<file path="config.mk">
export PLATFORM = sky130hd
export DESIGN_NAME = dmem_arbiter
export DESIGN_NICKNAME = d
export VERILOG_FILES = /design/src/rtl/dmem_arb_pkg.sv /design/src/rtl/dmem_arb_pick.sv /design/src/rtl/dmem_arbiter.sv
export SDC_FILE = /design/constraint.sdc
export NUM_CORES = 1
export LEC_CHECK = 0
export ABC_CLOCK_PERIOD_IN_PS = 2500
export BUFFER_PORTS_ARGS = -buffer_cell sky130_fd_sc_hd__buf_2
export CORE_MARGIN = 5
export CORE_UTILIZATION = 45
export CTS_CLUSTER_DIAMETER = 80
export DETAILED_ROUTE_END_ITERATION = 10
export PLACE_DENSITY_LB_ADDON = 0.05
export SYNTH_ARGS = -nofsm -noshare
export SYNTH_HDL_FRONTEND = slang
export SYNTH_SLANG_ARGS = --single-unit
</file>
<file path="constraint.sdc">
create_clock -name clk -period 2.5 [get_ports clk]
set_clock_uncertainty 0.1 [all_clocks]
set_input_delay 0.375 -clock clk [delete_from_list [all_inputs] [get_ports clk]]
set_output_delay 0.375 -clock clk [all_outputs]
set_load 0.01 [all_outputs]
</file>
<file path="src/rtl/dmem_arb_pkg.sv">
// Shared state encoding, requester IDs and defaults for the data-memory arbiter.
package dmem_arb_pkg;

  typedef enum logic [1:0] {
    IDLE = 2'd0,
    RD   = 2'd1,
    WR   = 2'd2,
    DONE = 2'd3
  } state_e;

  localparam logic REQ_CORE   = 1'b0;
  localparam logic REQ_LOAD   = 1'b1;
  localparam int   DEPTH_DEF  = 64;
  localparam int   ADDR_W_DEF = 32;

  function automatic logic [7:0] byte_lane(input logic [31:0] w, input logic [1:0] idx);
    return w[{idx, 3'b000} +: 8];
  endfunction

endpackage

</file>
<file path="src/rtl/dmem_arb_pick.sv">
// Two-way grant selection between core and image loader.
// DMEM_ARB_RR_EN selects round-robin on contention; otherwise the core has fixed priority.
module dmem_arb_pick
  import dmem_arb_pkg::*;
(
  input  logic c_req_i,
  input  logic l_req_i,
`ifdef DMEM_ARB_RR_EN
  input  logic last_i,
`endif
  output logic vld_o,
  output logic gnt_o
);

  assign vld_o = c_req_i | l_req_i;

`ifdef DMEM_ARB_RR_EN
  always_comb begin
    gnt_o = REQ_CORE;
    if (c_req_i && l_req_i) begin
      gnt_o = (last_i == REQ_CORE) ? REQ_LOAD : REQ_CORE;
    end else if (l_req_i) begin
      gnt_o = REQ_LOAD;
    end
  end
`else
  assign gnt_o = c_req_i ? REQ_CORE : REQ_LOAD;
`endif

endmodule

</file>
<file path="src/rtl/dmem_arbiter.sv">
// Arbitrates core and loader access to a byte-wide data memory; words are written LSB first.
// Define DMEM_ARB_RR_EN for round-robin arbitration (default build: core has fixed priority).
module dmem_arbiter
  import dmem_arb_pkg::*;
#(
  parameter int ADDR_W = ADDR_W_DEF,
  parameter int DEPTH  = DEPTH_DEF
) (
  input  logic              clk,
  input  logic              rst_n,
  input  logic              c_req,
  input  logic              c_we,
  input  logic              c_word,
  input  logic [ADDR_W-1:0] c_addr,
  input  logic [31:0]       c_wdata,
  output logic              c_ack,
  output logic              c_err,
  output logic [31:0]       c_rdata,
  input  logic              l_req,
  input  logic              l_we,
  input  logic              l_word,
  input  logic [ADDR_W-1:0] l_addr,
  input  logic [31:0]       l_wdata,
  output logic              l_ack,
  output logic              l_err,
  output logic [31:0]       l_rdata,
  output logic              mem_we_n,
  output logic [ADDR_W-1:0] mem_a,
  output logic [7:0]        mem_din,
  input  logic [31:0]       mem_do,
  output logic              busy
);

  localparam logic [ADDR_W:0] LIMIT = (ADDR_W+1)'(DEPTH);

  state_e            state_q, state_d;
  logic [1:0]        cnt_q, cnt_d;
  logic              gnt_q, gnt_d;
  logic              err_q, err_d;
  logic [31:0]       rdata_q, rdata_d;
  logic              we_q, we_d;
  logic              word_q, word_d;
  logic [ADDR_W-1:0] addr_q, addr_d;
  logic [31:0]       wdata_q, wdata_d;

  logic              pick_vld, pick_gnt;
  logic              sel_we, sel_word;
  logic [ADDR_W-1:0] sel_addr;
  logic [31:0]       sel_wdata;
  logic [ADDR_W:0]   sel_end;

`ifdef DMEM_ARB_RR_EN
  logic last_q, last_d;

  dmem_arb_pick u_pick (
    .c_req_i (c_req),
    .l_req_i (l_req),
    .last_i  (last_q),
    .vld_o   (pick_vld),
    .gnt_o   (pick_gnt)
  );

  always_ff @(posedge clk or negedge rst_n) begin
    if (!rst_n) begin
      last_q <= REQ_LOAD;
    end else begin
      last_q <= last_d;
    end
  end
`else
  dmem_arb_pick u_pick (
    .c_req_i (c_req),
    .l_req_i (l_req),
    .vld_o   (pick_vld),
    .gnt_o   (pick_gnt)
  );
`endif

  assign sel_we    = (pick_gnt == REQ_LOAD) ? l_we    : c_we;
  assign sel_word  = (pick_gnt == REQ_LOAD) ? l_word  : c_word;
  assign sel_addr  = (pick_gnt == REQ_LOAD) ? l_addr  : c_addr;
  assign sel_wdata = (pick_gnt == REQ_LOAD) ? l_wdata : c_wdata;
  // One extra bit so an access straddling the top of the address space is still out of range.
  assign sel_end   = {1'b0, sel_addr} + {{(ADDR_W-1){1'b0}}, sel_word, sel_word};

  always_comb begin
    state_d = state_q;
    cnt_d   = cnt_q;
    gnt_d   = gnt_q;
    err_d   = err_q;
    rdata_d = rdata_q;
    we_d    = we_q;
    word_d  = word_q;
    addr_d  = addr_q;
    wdata_d = wdata_q;
`ifdef DMEM_ARB_RR_EN
    last_d  = last_q;
`endif
    case (state_q)
      IDLE: begin
        if (pick_vld) begin
          gnt_d   = pick_gnt;
          we_d    = sel_we;
          word_d  = sel_word;
          addr_d  = sel_addr;
          wdata_d = sel_wdata;
          cnt_d   = '0;
          err_d   = 1'b0;
          rdata_d = '0;
`ifdef DMEM_ARB_RR_EN
          last_d  = pick_gnt;
`endif
          if (sel_end >= LIMIT) begin
            err_d   = 1'b1;
            state_d = DONE;
          end else if (sel_we) begin
            state_d = WR;
          end else begin
            state_d = RD;
          end
        end
      end
      RD: begin
        rdata_d = word_q ? mem_do : {24'h0, mem_do[7:0]};
        state_d = DONE;
      end
      WR: begin
        if (!word_q || cnt_q == 2'd3) begin
          state_d = DONE;
        end else begin
          cnt_d = cnt_q + 2'd1;
        end
      end
      DONE:    state_d = IDLE;
      default: state_d = IDLE;
    endcase
  end

  always_ff @(posedge clk or negedge rst_n) begin
    if (!rst_n) begin
      state_q <= IDLE;
      cnt_q   <= '0;
      gnt_q   <= REQ_CORE;
      err_q   <= 1'b0;
      rdata_q <= '0;
    end else begin
      state_q <= state_d;
      cnt_q   <= cnt_d;
      gnt_q   <= gnt_d;
      err_q   <= err_d;
      rdata_q <= rdata_d;
    end
  end

  // Latched request fields are only consumed after IDLE reloads them.
  always_ff @(posedge clk) begin
    we_q    <= we_d;
    word_q  <= word_d;
    addr_q  <= addr_d;
    wdata_q <= wdata_d;
  end

  assign busy    = (state_q != IDLE);
  assign c_ack   = (state_q == DONE) && (gnt_q == REQ_CORE);
  assign l_ack   = (state_q == DONE) && (gnt_q == REQ_LOAD);
  assign c_err   = c_ack & err_q;
  assign l_err   = l_ack & err_q;
  assign c_rdata = c_ack ? rdata_q : '0;
  assign l_rdata = l_ack ? rdata_q : '0;

  always_comb begin
    mem_we_n = 1'b1;
    mem_a    = '0;
    mem_din  = '0;
    case (state_q)
      RD: mem_a = addr_q;
      WR: begin
        mem_we_n = 1'b0;
        mem_a    = addr_q + ADDR_W'(cnt_q);
        mem_din  = byte_lane(wdata_q, cnt_q);
      end
      default: ;
    endcase
  end

endmodule
</file>
# [Word-level counts from Yosys, hierarchy flattened]
# Cells that the tools add are included.
[op_classes] shift=1 mux=22 n_eq_ne=7 reduce_logical=12 n_bitwise=4 addsub=3 order_cmp=1
[ops] operator="two-way mux 32 bit" n=6
[ops] operator="case mux 32 bit (2 select lines)" n=2
[ops] operator="adder 32 x 2 -> 33 bit" n=1
[ops] operator=">= comparator 33 x 7 -> 1 bit (second input constant)" n=1
[ops] operator="adder 32 x 2 -> 32 bit" n=1
[ops] operator="variable part select 32 x 6 -> 8 bit" n=1
[ops] operator="two-way mux 2 bit" n=6
[ops] operator="two-way mux 8 bit" n=1
[ops] operator="case mux 2 bit (4 select lines)" n=1
[ops] operator="== test 2 bit (second input constant)" n=3
[ops] operator="!= test 2 bit (second input constant)" n=3
[ops] operator="AND reduction 2 bit" n=3
[ops] operator="nonzero test 2 bit" n=3
[ops] operator="two-way mux 1 bit" n=5
[ops] operator="case mux 2 bit (2 select lines)" n=1
[ops] operator="AND reduction 3 bit" n=1
[ops] operator="adder 2 x 1 -> 2 bit (second input constant)" n=1
[ops] operator="bitwise AND 1 bit" n=2
[ops] operator="== test 2 x 1 -> 1 bit (second input constant)" n=1
[ops] operator="logical AND 1 bit" n=2
[ops] operator="logical NOT 2 bit" n=1
[ops] operator="logical NOT 1 bit" n=1
[ops] operator="logical OR 1 bit" n=1
[ops] operator="inverter 1 bit" n=1
[ops] operator="bitwise OR 1 bit" n=1
[totals] elab_cells=58 output_inout_bits=110 register_bits=103

# [Depth between registers and ports, before layout]
# Gate-level depths: netlist (run 1).
[logic_depth] ltp_word=6 ltp_mapped=17

# [By module]
# From an unflattened synthesis (run 1), not the netlist that was laid out.
[hier_totals] cells_unflattened=752 hier_area_um2=7300.8
[by_module_without_submodules] mod="dmem_arbiter" n_inst=1 seq_area_each_um2=2902.8 cells_per_inst=750 area_per_inst_um2=7290.7
[by_module_without_submodules] mod="dmem_arb_pick" n_inst=1 seq_area_each_um2=0.0 cells_per_inst=2 area_per_inst_um2=10.0

# [Least setup slack after synthesis (run 1)]
# No wires, ideal clock.
[synth_timing] path_type="in2reg" startpoint="input port c_req" endpoint="register state_q[0]" n_path_buf=6 arrival_time_ps=4136 t_required_ps=2258 slack_ps=-1878 setup_time_ps=142 cell_stages=17 path_cell_list="buf_6 -> buf_6 -> buf_6 -> buf_2 -> clkbuf_1 -> clkbuf_1 -> mux2_2 -> ha_1 -> fa_1 -> inv_1 -> nor2_1 -> nand4_1 -> mux2i_1 -> o211ai_1 -> or4_4 -> o31ai_2 -> o311ai_1"
[synth_between] elab_chain_len=6 elab_cells_between_ends=12 classes_between="add/sub: 1; order compare: 1; eq/ne: 1; mux: 7; bitwise: 1; reduce/logical: 1"
[synth_rtl] item="start, declared" line_no="dmem_arbiter.sv:11" source="input logic c_req,"
[synth_rtl] item="two-way mux 1 bit" line_no="dmem_arbiter.sv:80" source="assign sel_word = (pick_gnt == REQ_LOAD) ? l_word : c_word;"
[synth_rtl] item="via sel_word" line_no="dmem_arbiter.sv:47" source="logic sel_we, sel_word;"
[synth_rtl] item="adder 32 x 2 -> 33 bit" line_no="dmem_arbiter.sv:84" source="assign sel_end = {1'b0, sel_addr} + {{(ADDR_W-1){1'b0}}, sel_word, sel_word};"
[synth_rtl] item=">= comparator 33 x 7 -> 1 bit" line_no="dmem_arbiter.sv:113" source="if (sel_end >= LIMIT) begin"
[synth_rtl] item="two-way mux 2 bit" line_no="dmem_arbiter.sv:113"
[synth_rtl] item="two-way mux 2 bit" line_no="dmem_arbiter.sv:101" source="if (pick_vld) begin"
[synth_rtl] item="case mux 2 bit (4 select lines)" line_no="dmem_arbiter.sv:99" source="case (state_q)"
[synth_rtl] item="end signal, assigned" line_no="dmem_arbiter.sv:147" source="state_q <= state_d;"
[synth_rtl] item="end, declared" line_no="dmem_arbiter.sv:36" source="state_e state_q, state_d;"
# The timed path passes the listed nets, and every way through them passes these cells. The select of a mux whose other input is x is not followed.
# A chain may end at the register's enable or synchronous reset.

# [Final worst setup path (run 1)]
[layout_timing] startpoint="register addr_q[0]" endpoint="output port mem_a[28]"
[layout_between] elab_chain_len=2
[layout_rtl] item="start, declared" line_no="dmem_arbiter.sv:43" source="logic [ADDR_W-1:0] addr_q, addr_d;"
[layout_rtl] item="start signal, assigned" line_no="dmem_arbiter.sv:159" source="addr_q <= addr_d;"
[layout_rtl] item="adder 32 x 2 -> 32 bit" line_no="dmem_arbiter.sv:179" source="mem_a = addr_q + ADDR_W'(cnt_q);"
[layout_rtl] item="case mux 32 bit (2 select lines)" line_no="dmem_arbiter.sv:175" source="case (state_q)"
[layout_rtl] item="end, declared" line_no="dmem_arbiter.sv:28" source="output logic [ADDR_W-1:0] mem_a,"
# Every way passes these cells.

==> out/summary.md, run 1 <==
## Synthesis
• cell taking the most area after synthesis: edfxtp_1
• gate count of the mapped netlist: 753
• Yosys cell types: 73
• flip-flop and latch count after synthesis: 103
• top area cells in the synthesized netlist: edfxtp_1, dfrtp_1, mux2_2
• yosys warns: 0
• synthesized area: 7260 um2
• Post-Syn Nets: 932
• flip-flop cell with the highest count after synthesis: edfxtp_1
• sequential element share of the synthesized area: 0.400
• area share of the leading cell type in the synthesized netlist: 0.269
• count of flip-flops with a built-in enable after synthesis: 65
• Async SR Flop Fraction: 0.369
• mean instance size in the synthesized netlist: 9.64 um2

## Clock network
• Clock Latency Late Sink: 0.35 ns
• clock transition at the register clock pins on the worst setup and hold paths after CTS: 0.08 ns
• total CTS buffers: 9
• clock tree from TritonCTS: built
• clk sink count: 103
• Longest Clk Path Bufs: 2
• clock root buffer: clkbuf_16
• number of hold buffers added after CTS: 0
• H-tree depth: 3

## Placement
• RePlAce Congestion: 0.851
• number of port buffers: 277
• Detailed Place HPWL: 16.7 mm
• Placed Instances: 1314

## Final layout
• nets: 1304
• Filler Cells Inserted: 1364
• diode count: 0
• growth of design area from synthesis to finish: 44.2%
• multi-input combinational cell area: 4430 um2
• share of post-route cells with drive strength above 1: 0.489
• area taken by flip-flops and latches: 2900 um2
• filler-free cell count of the finished design: 1346

## Min path
• worst min path class: input pin to async pin

## Drt
• number of nets still failing antenna checks after routing: 0
• overall routed net length: 21.5 mm
• wire length per cell: 16.0 um
• routed via count divided by cell count: 5.18
• vias: 6977
• count of TritonRoute iterations in the first routing pass: 5
• First DRT Iteration DRCs: 376
• number of remaining DRC errors: 0

## Setup path
• gate family responsible for the most delay along the worst path: simple AND/OR/NAND/NOR gates
• Critical Path Start: addr_q[0]
• CP Capture Type: primary output
• buffers plus inverters on the worst setup path: 1
• capturing element of the worst setup path: mem_a[28]
• reg2reg end: state_q[0]
• CP Data Required Time: 2.03 ns
• crit path cell chain: ha_2 > fa_2 > and3_4 > and4_4 > nand4_1 > nor3_4 > nand3_1 > xnor2_1 > a22oi_1 > nor2b_1 > buf_2
• Slowest-stage cell, CP: edfxtp_1
• Critical Path Stages: 11
• startpoint types: register
• top fanout value on the critical path: 3
• setup slack on the worst flop-to-flop path: 0.25 ns
• path type of the worst setup path: register to primary output
• highest cell delay on the worst timing path: 0.40 ns
• cell depth of the worst flop-to-flop path: 8
• Data arrival, critical path: 2.70 ns
• worst flop-to-flop path startpoint: state_q[0]

## Pwr
• power per cell area: 771 nW/um2
• Pwr Total: 8.07 mW
• largest vdd supply drop: 0.544 mV
• Leak: 4.86 nW

## Global route
• pin count of the biggest net entering global routing: 68
• antenna violations before repair: 0
• global-route wire length before repair: 32.8 mm
• All-Layer GR Usage: 0.220
• Congestion Overflow GR: 0
• vias in the first global route: 6573

## STA
• Fin. Hold Viols: 0
• minimum period implied by the final worst setup slack: 3.18 ns
• transition time of the tightest slew-check pin: 0.879 ns
• setup repair after global routing missed its margin: true
• portion of the clock cycle consumed by the worst path in the final layout: 1.27
• normalized max-slew margin: 0.414
• Hold Worst Slack: 0.0309 ns
• maximum frequency from static timing analysis: 0.315 GHz
• slack of the critical path: -0.679 ns
• final count of negative-setup-slack endpoints: 33
• Max Transition Viols Final: 0
• total negative setup slack: -14.37 ns

## Floorplanning
• width of the die: 137 um
• y dimension of the die: 137 um
• core outline area: 15900 um2
• number of top-level pins: 278
• total die area: 18800 um2
• count of standard-cell rows: 46
• starting density of the core: 0.457

## Status
• failing checks: negative setup slack
• status: finished with violations

## Run
• max_cap viols: 0

## state kept, by name, summed over array words and instances (netlist names)
name	cells
state_q	2
rdata_q	32
cnt_q	2
wdata_q	32
gnt_q	1
err_q	1
addr_q	32
word_q	1
## power by group
| part | switching, mW | internal, mW | leakage, nW |
|---|---|---|---|
| Combinational | 2.24 | 1.78 | 3.62 |
| Clock | 0.676 | 0.801 | 0.148 |
| Sequential | 0.279 | 2.30 | 1.10 |
| Total | 3.19 | 4.88 | 4.86 |
## final cells by class
type | count | share of cell area
Inverter | 19 | 0.00693
Multi-Input combinational cell | 586 | 0.423
Clock inverter | 7 | 0.00837
Tap cell | 216 | 0.0258
Sequential cell | 103 | 0.277
Clock buffer | 9 | 0.0215
Timing Repair Buffer | 406 | 0.237
## layer usage
metal	part of all wire	global-route usage	routed length, um
met3	0.072	0.0423	1550
met1	0.44	0.302	9550
met5	0	0	0
met4	0.014	0.0671	311
met2	0.47	0.355	10100
## stage by stage
step	worst slack, ns	instance area, um2	util
final	-0.679	10500	0.659
after CTS	-0.636	10200	0.644
after floorplan	-1.12	7420	-
after global routing	-0.816	10500	0.659
after detailed placement	-0.694	9710	0.611
after global placement	-0.631	9710	0.611
## cells in the mapped netlist (4+ instances only)
library cell,instances
a21oi_1,12
xor2_1,8
nor2b_1,22
edfxtp_1,65
nand2_1,94
dfrtp_1,38
a211o_1,4
ha_1,9
or3_1,4
mux2i_1,13
and2_1,56
buf_1,4
mux4_2,8
clkbuf_1,33
mux2_2,52
nor2_1,26
nor3_1,11
xnor2_1,19
a21o_1,4
nand3b_1,11
and3_1,40
o21ai_0,59
a22o_1,9
nand3_1,32
a22oi_1,27
inv_1,18
nand4_1,11
## worst min-delay path by stage
stage,startpoint,end,slack [ns],cells after the start
after global routing,rst_n,rdata_q[15],0.10,1
after detailed placement,rdata_q[31],rdata_q[31],0.38,2
after global placement,rdata_q[14],rdata_q[14],0.37,2
final,rst_n,rdata_q[15],0.03,1
after CTS,rst_n,rdata_q[15],0.06,1
after floorplan,rst_n,cnt_q[0],-0.02,0
## cell usage in the layout (no fill, tap or decap), types with 6 or more instances in the layout
| cell type | netlist | routed |
|---|---|---|
| a21oi_1 | 12 | 10 |
| a22o_1 | 9 | 9 |
| a22oi_1 | 27 | 22 |
| and2_1 | 56 | 56 |
| and3_1 | 40 | 38 |
| buf_2 | 2 | 272 |
| buf_4 | 1 | 118 |
| buf_6 | 3 | 10 |
| clkbuf_16 | 0 | 10 |
| dfrtp_1 | 38 | 38 |
| edfxtp_1 | 65 | 65 |
| ha_1 | 9 | 6 |
| inv_1 | 18 | 16 |
| mux2_2 | 52 | 49 |
| mux2i_1 | 13 | 11 |
| mux4_2 | 8 | 8 |
| nand2_1 | 94 | 93 |
| nand3_1 | 32 | 25 |
| nand3_2 | 1 | 8 |
| nand3b_1 | 11 | 11 |
| nand4_1 | 11 | 11 |
| nor2_1 | 26 | 17 |
| nor2_2 | 0 | 8 |
| nor2b_1 | 22 | 21 |
| o21ai_0 | 59 | 47 |
| o21ai_1 | 1 | 10 |
| xnor2_1 | 19 | 16 |
| xor2_1 | 8 | 7 |
## what timing repair did
action | in CTS | in global routing
pin swaps | 25 | 36
cloned | 0 | 2
gates resized for setup | 35 | 39
buffers inserted | 9 | 7
endpoints found under the setup margin | 33 | 33
## cells by family after synthesis
family / Yosys count / synth area share
flip-flops: 103 / 0.400
adder cells (fa/ha/maj): 11 / 0.0210
AO/OA/AOI/OAI: 142 / 0.130
AND/OR/NAND/NOR: 332 / 0.250
buffers and inverters: 64 / 0.0408
multiplexers: 74 / 0.125
XOR/XNOR: 27 / 0.0326
Note: power is estimated with default switching activity, not from simulation.
==> run 2, diff against run 1 <==
--- a/config.mk
+++ b/config.mk
@@ -5,10 +5,11 @@
 export SDC_FILE = /design/constraint.sdc
 export NUM_CORES = 1
 export LEC_CHECK = 0
+export ABC_AREA = 1
 export ABC_CLOCK_PERIOD_IN_PS = 2500
 export BUFFER_PORTS_ARGS = -buffer_cell sky130_fd_sc_hd__buf_2
 export CORE_MARGIN = 5
-export CORE_UTILIZATION = 45
+export CORE_UTILIZATION = 46
 export CTS_CLUSTER_DIAMETER = 80
 export DETAILED_ROUTE_END_ITERATION = 10
 export PLACE_DENSITY_LB_ADDON = 0.05
==> run 2 against run 1 <==
Effect of this change: the run still ends with negative setup slack left; critical path depth increased by 3; die area increased by 5.4%; fmax decreased by 3.5%; clock power decreased by 7%; global-route usage increased by 3.5 points; critical endpoint is now mem_a[16].
==> out/summary.md, run 2 <==
## Run
• max_cap viols: 0

## Clock network
• number of hold buffers added after CTS: 0
• Longest Clk Path Bufs: 2
• clock tree from TritonCTS: built
• Clock Latency Late Sink: 0.35 ns
• total CTS buffers: 9
• clock transition at the register clock pins on the worst setup and hold paths after CTS: 0.07 ns
• H-tree depth: 3
• clock root buffer: clkbuf_16
• clk sink count: 103

## Global route
• antenna violations before repair: 0
• Congestion Overflow GR: 0
• pin count of the biggest net entering global routing: 57
• global-route wire length before repair: 41.4 mm
• All-Layer GR Usage: 0.255
• vias in the first global route: 8225

## Pwr
• Leak: 5.73 nW
• Flop pwr share: 0.296
• switching pwr: 3.96 mW
• largest vdd supply drop: 0.474 mV
• share of power burned in combinational logic: 0.548
• power per cell area: 761 nW/um2
• cell-internal power: 4.84 mW
• share of total power in the clock network: 0.156
• Pwr Total: 8.80 mW
• switch share: 0.450

## STA
• transition time of the tightest slew-check pin: 0.871 ns
• minimum period implied by the final worst setup slack: 3.29 ns
• slack of the critical path: -0.793 ns
• maximum frequency from static timing analysis: 0.304 GHz
• Max Transition Viols Final: 0
• Fin. Hold Viols: 0
• normalized max-slew margin: 0.419
• setup repair after global routing missed its margin: true
• portion of the clock cycle consumed by the worst path in the final layout: 1.32
• final count of negative-setup-slack endpoints: 28

## Final layout
• multi-input combinational cell area: 4810 um2
• area taken by flip-flops and latches: 2900 um2
• most frequent cells in the layout: nand2_1, buf_2, nor2_1
• share of post-route cells with drive strength above 1: 0.397
• largest registers: addr_q x32, rdata_q x32, wdata_q x32
• commonest non-fill, non-tap cell in the layout: nand2_1
• growth of design area from synthesis to finish: 47.3%
• nets: 1775
• Filler Cells Inserted: 1460
• Core Util, Final: 0.695
• filler-free cell count of the finished design: 1822

## Status
• failing checks: negative setup slack
• status: finished with violations

## Setup path
• top fanout value on the critical path: 4
• path type of the worst setup path: register to primary output
• startpoint types: register
• Data arrival, critical path: 2.82 ns
• CP Capture Type: primary output
• CP Data Required Time: 2.03 ns

## Synthesis
• sequential element share of the synthesized area: 0.370
• Async SR Flop Fraction: 0.369
• yosys warns: 0
• Yosys cell types: 40
• flip-flop cell with the highest count after synthesis: edfxtp_1
• list of most frequent post-synthesis cells: nand2_1, nor2_1, inv_1
• mean instance size in the synthesized netlist: 6.57 um2
• Post-Syn Nets: 1374
• flip-flop and latch count after synthesis: 103
• synthesized area: 7850 um2
• top area cells in the synthesized netlist: edfxtp_1, nand2_1, dfrtp_1
• cell taking the most area after synthesis: edfxtp_1
• count of flip-flops with a built-in enable after synthesis: 65
• most frequent cell after synthesis: nand2_1
• area share of the leading cell type in the synthesized netlist: 0.249
• gate count of the mapped netlist: 1195

## Drt
• number of remaining DRC errors: 0
• number of nets still failing antenna checks after routing: 0
• overall routed net length: 26.5 mm
• vias: 9004
• First DRT Iteration DRCs: 614
• routed via count divided by cell count: 4.94
• wire length per cell: 14.6 um
• count of TritonRoute iterations in the first routing pass: 5

## Placement
• RePlAce Congestion: 0.898
• Placed Instances: 1777
• Detailed Place HPWL: 20.7 mm
• number of port buffers: 277

## Floorplanning
• starting density of the core: 0.472
• total die area: 19800 um2
• y dimension of the die: 141 um
• width of the die: 141 um
• count of standard-cell rows: 47
• number of top-level pins: 278
• core outline area: 16600 um2

## Min path
• worst min path class: input pin to async pin

run 2: critical path, stage by stage, from the launching register on:
cell and delay [ns]:
dfrtp_1 0.36, ha_2 0.20, fa_2 0.21, nand2_2 0.08, nor2_4 0.10, nand2_2 0.07, nor2_4 0.12, nand3_4 0.10
nor2_4 0.12, nand4_1 0.21, nor2_2 0.19, nor2_1 0.05, or3_1 0.35, a21oi_2 0.15, buf_2 0.15
run 2: per-layer routing:
metal,share of wire,track usage,up-vias,wire length [um]
met5,0,0,-,0
met4,0.018,0.0586,0,468
met3,0.076,0.0447,30,2030
met2,0.48,0.431,325,12600
met1,0.43,0.344,4035,11400
li1,-,-,4614,-
run 2: what timing repair did:
item / in CTS / in global routing
resized for setup: 90 / 69
endpoints found under the setup margin: 61 / 57
gates cloned: 1 / 0
pin swaps: 40 / 53
endpoints found under the hold margin: 0 / 0
setup buffers: 16 / 13
run 2: final timing paths:
| path | end | startpoint | depth (start not counted) | slack [ns] |
|---|---|---|---|---|
| worst max-delay path | mem_a[16] | cnt_q[0] | 14 | -0.79 |
| worst min-delay path | rdata_q[21] | rst_n | 1 | 0.03 |
| worst max register to register | cnt_q[0] | state_q[0] | 9 | 0.41 |
| worst min register to register | rdata_q[3] | rdata_q[3] | 2 | 0.46 |
| max in group asynchronous | cnt_q[1] | rst_n | 1 | 1.66 |
| min in group clk | rdata_q[3] | mem_do[3] | 3 | 0.16 |
run 2: metrics by stage:
stage	setup WS, ns	hold slack, ns	TNS [ns]	instance area (um2)
floorplan	-0.229	-0.0206	-1.04	8030
global placement	-0.343	0.431	-3.61	10400
detailed placement	-0.373	0.434	-4.40	10400
CTS	-0.740	0.0570	-11.20	11200
global route	-0.944	0.0994	-18.03	11600
finish	-0.793	0.0344	-13.83	11600
run 2: cell type report:
cell class,instances,share of cell area
Multi-Input combinational cell,905,0.416
Sequential cell,103,0.251
Timing Repair Buffer,435,0.235
Inverter,141,0.0484
Tap cell,220,0.0238
Clock buffer,10,0.0198
Clock inverter,6,0.00530
Timing Repair inverter,1,0.000649
Antenna cell,1,0.000216
run 2: cells by family after synthesis:
kind of cell               after synthesis  synth area share
AOI/OAI and AO/OA                      140            0.0988
adders and majority gates               11            0.0194
xor gates and xnor gates                 4           0.00446
DFF                                    103             0.370
buffers and inverters                  187            0.0981
and+or+nand+nor                        750             0.410
run 2: power groups by stage:
stage | Combinational, mW | Sequential, mW | Clock [mW]
floorplan | 2.49 | 2.57 | 0
global placement | 4.23 | 2.60 | 0
detailed placement | 4.25 | 2.62 | 0
CTS | 4.58 | 2.58 | 1.39
global route | 5.32 | 2.65 | 1.48
finish | 4.82 | 2.60 | 1.38
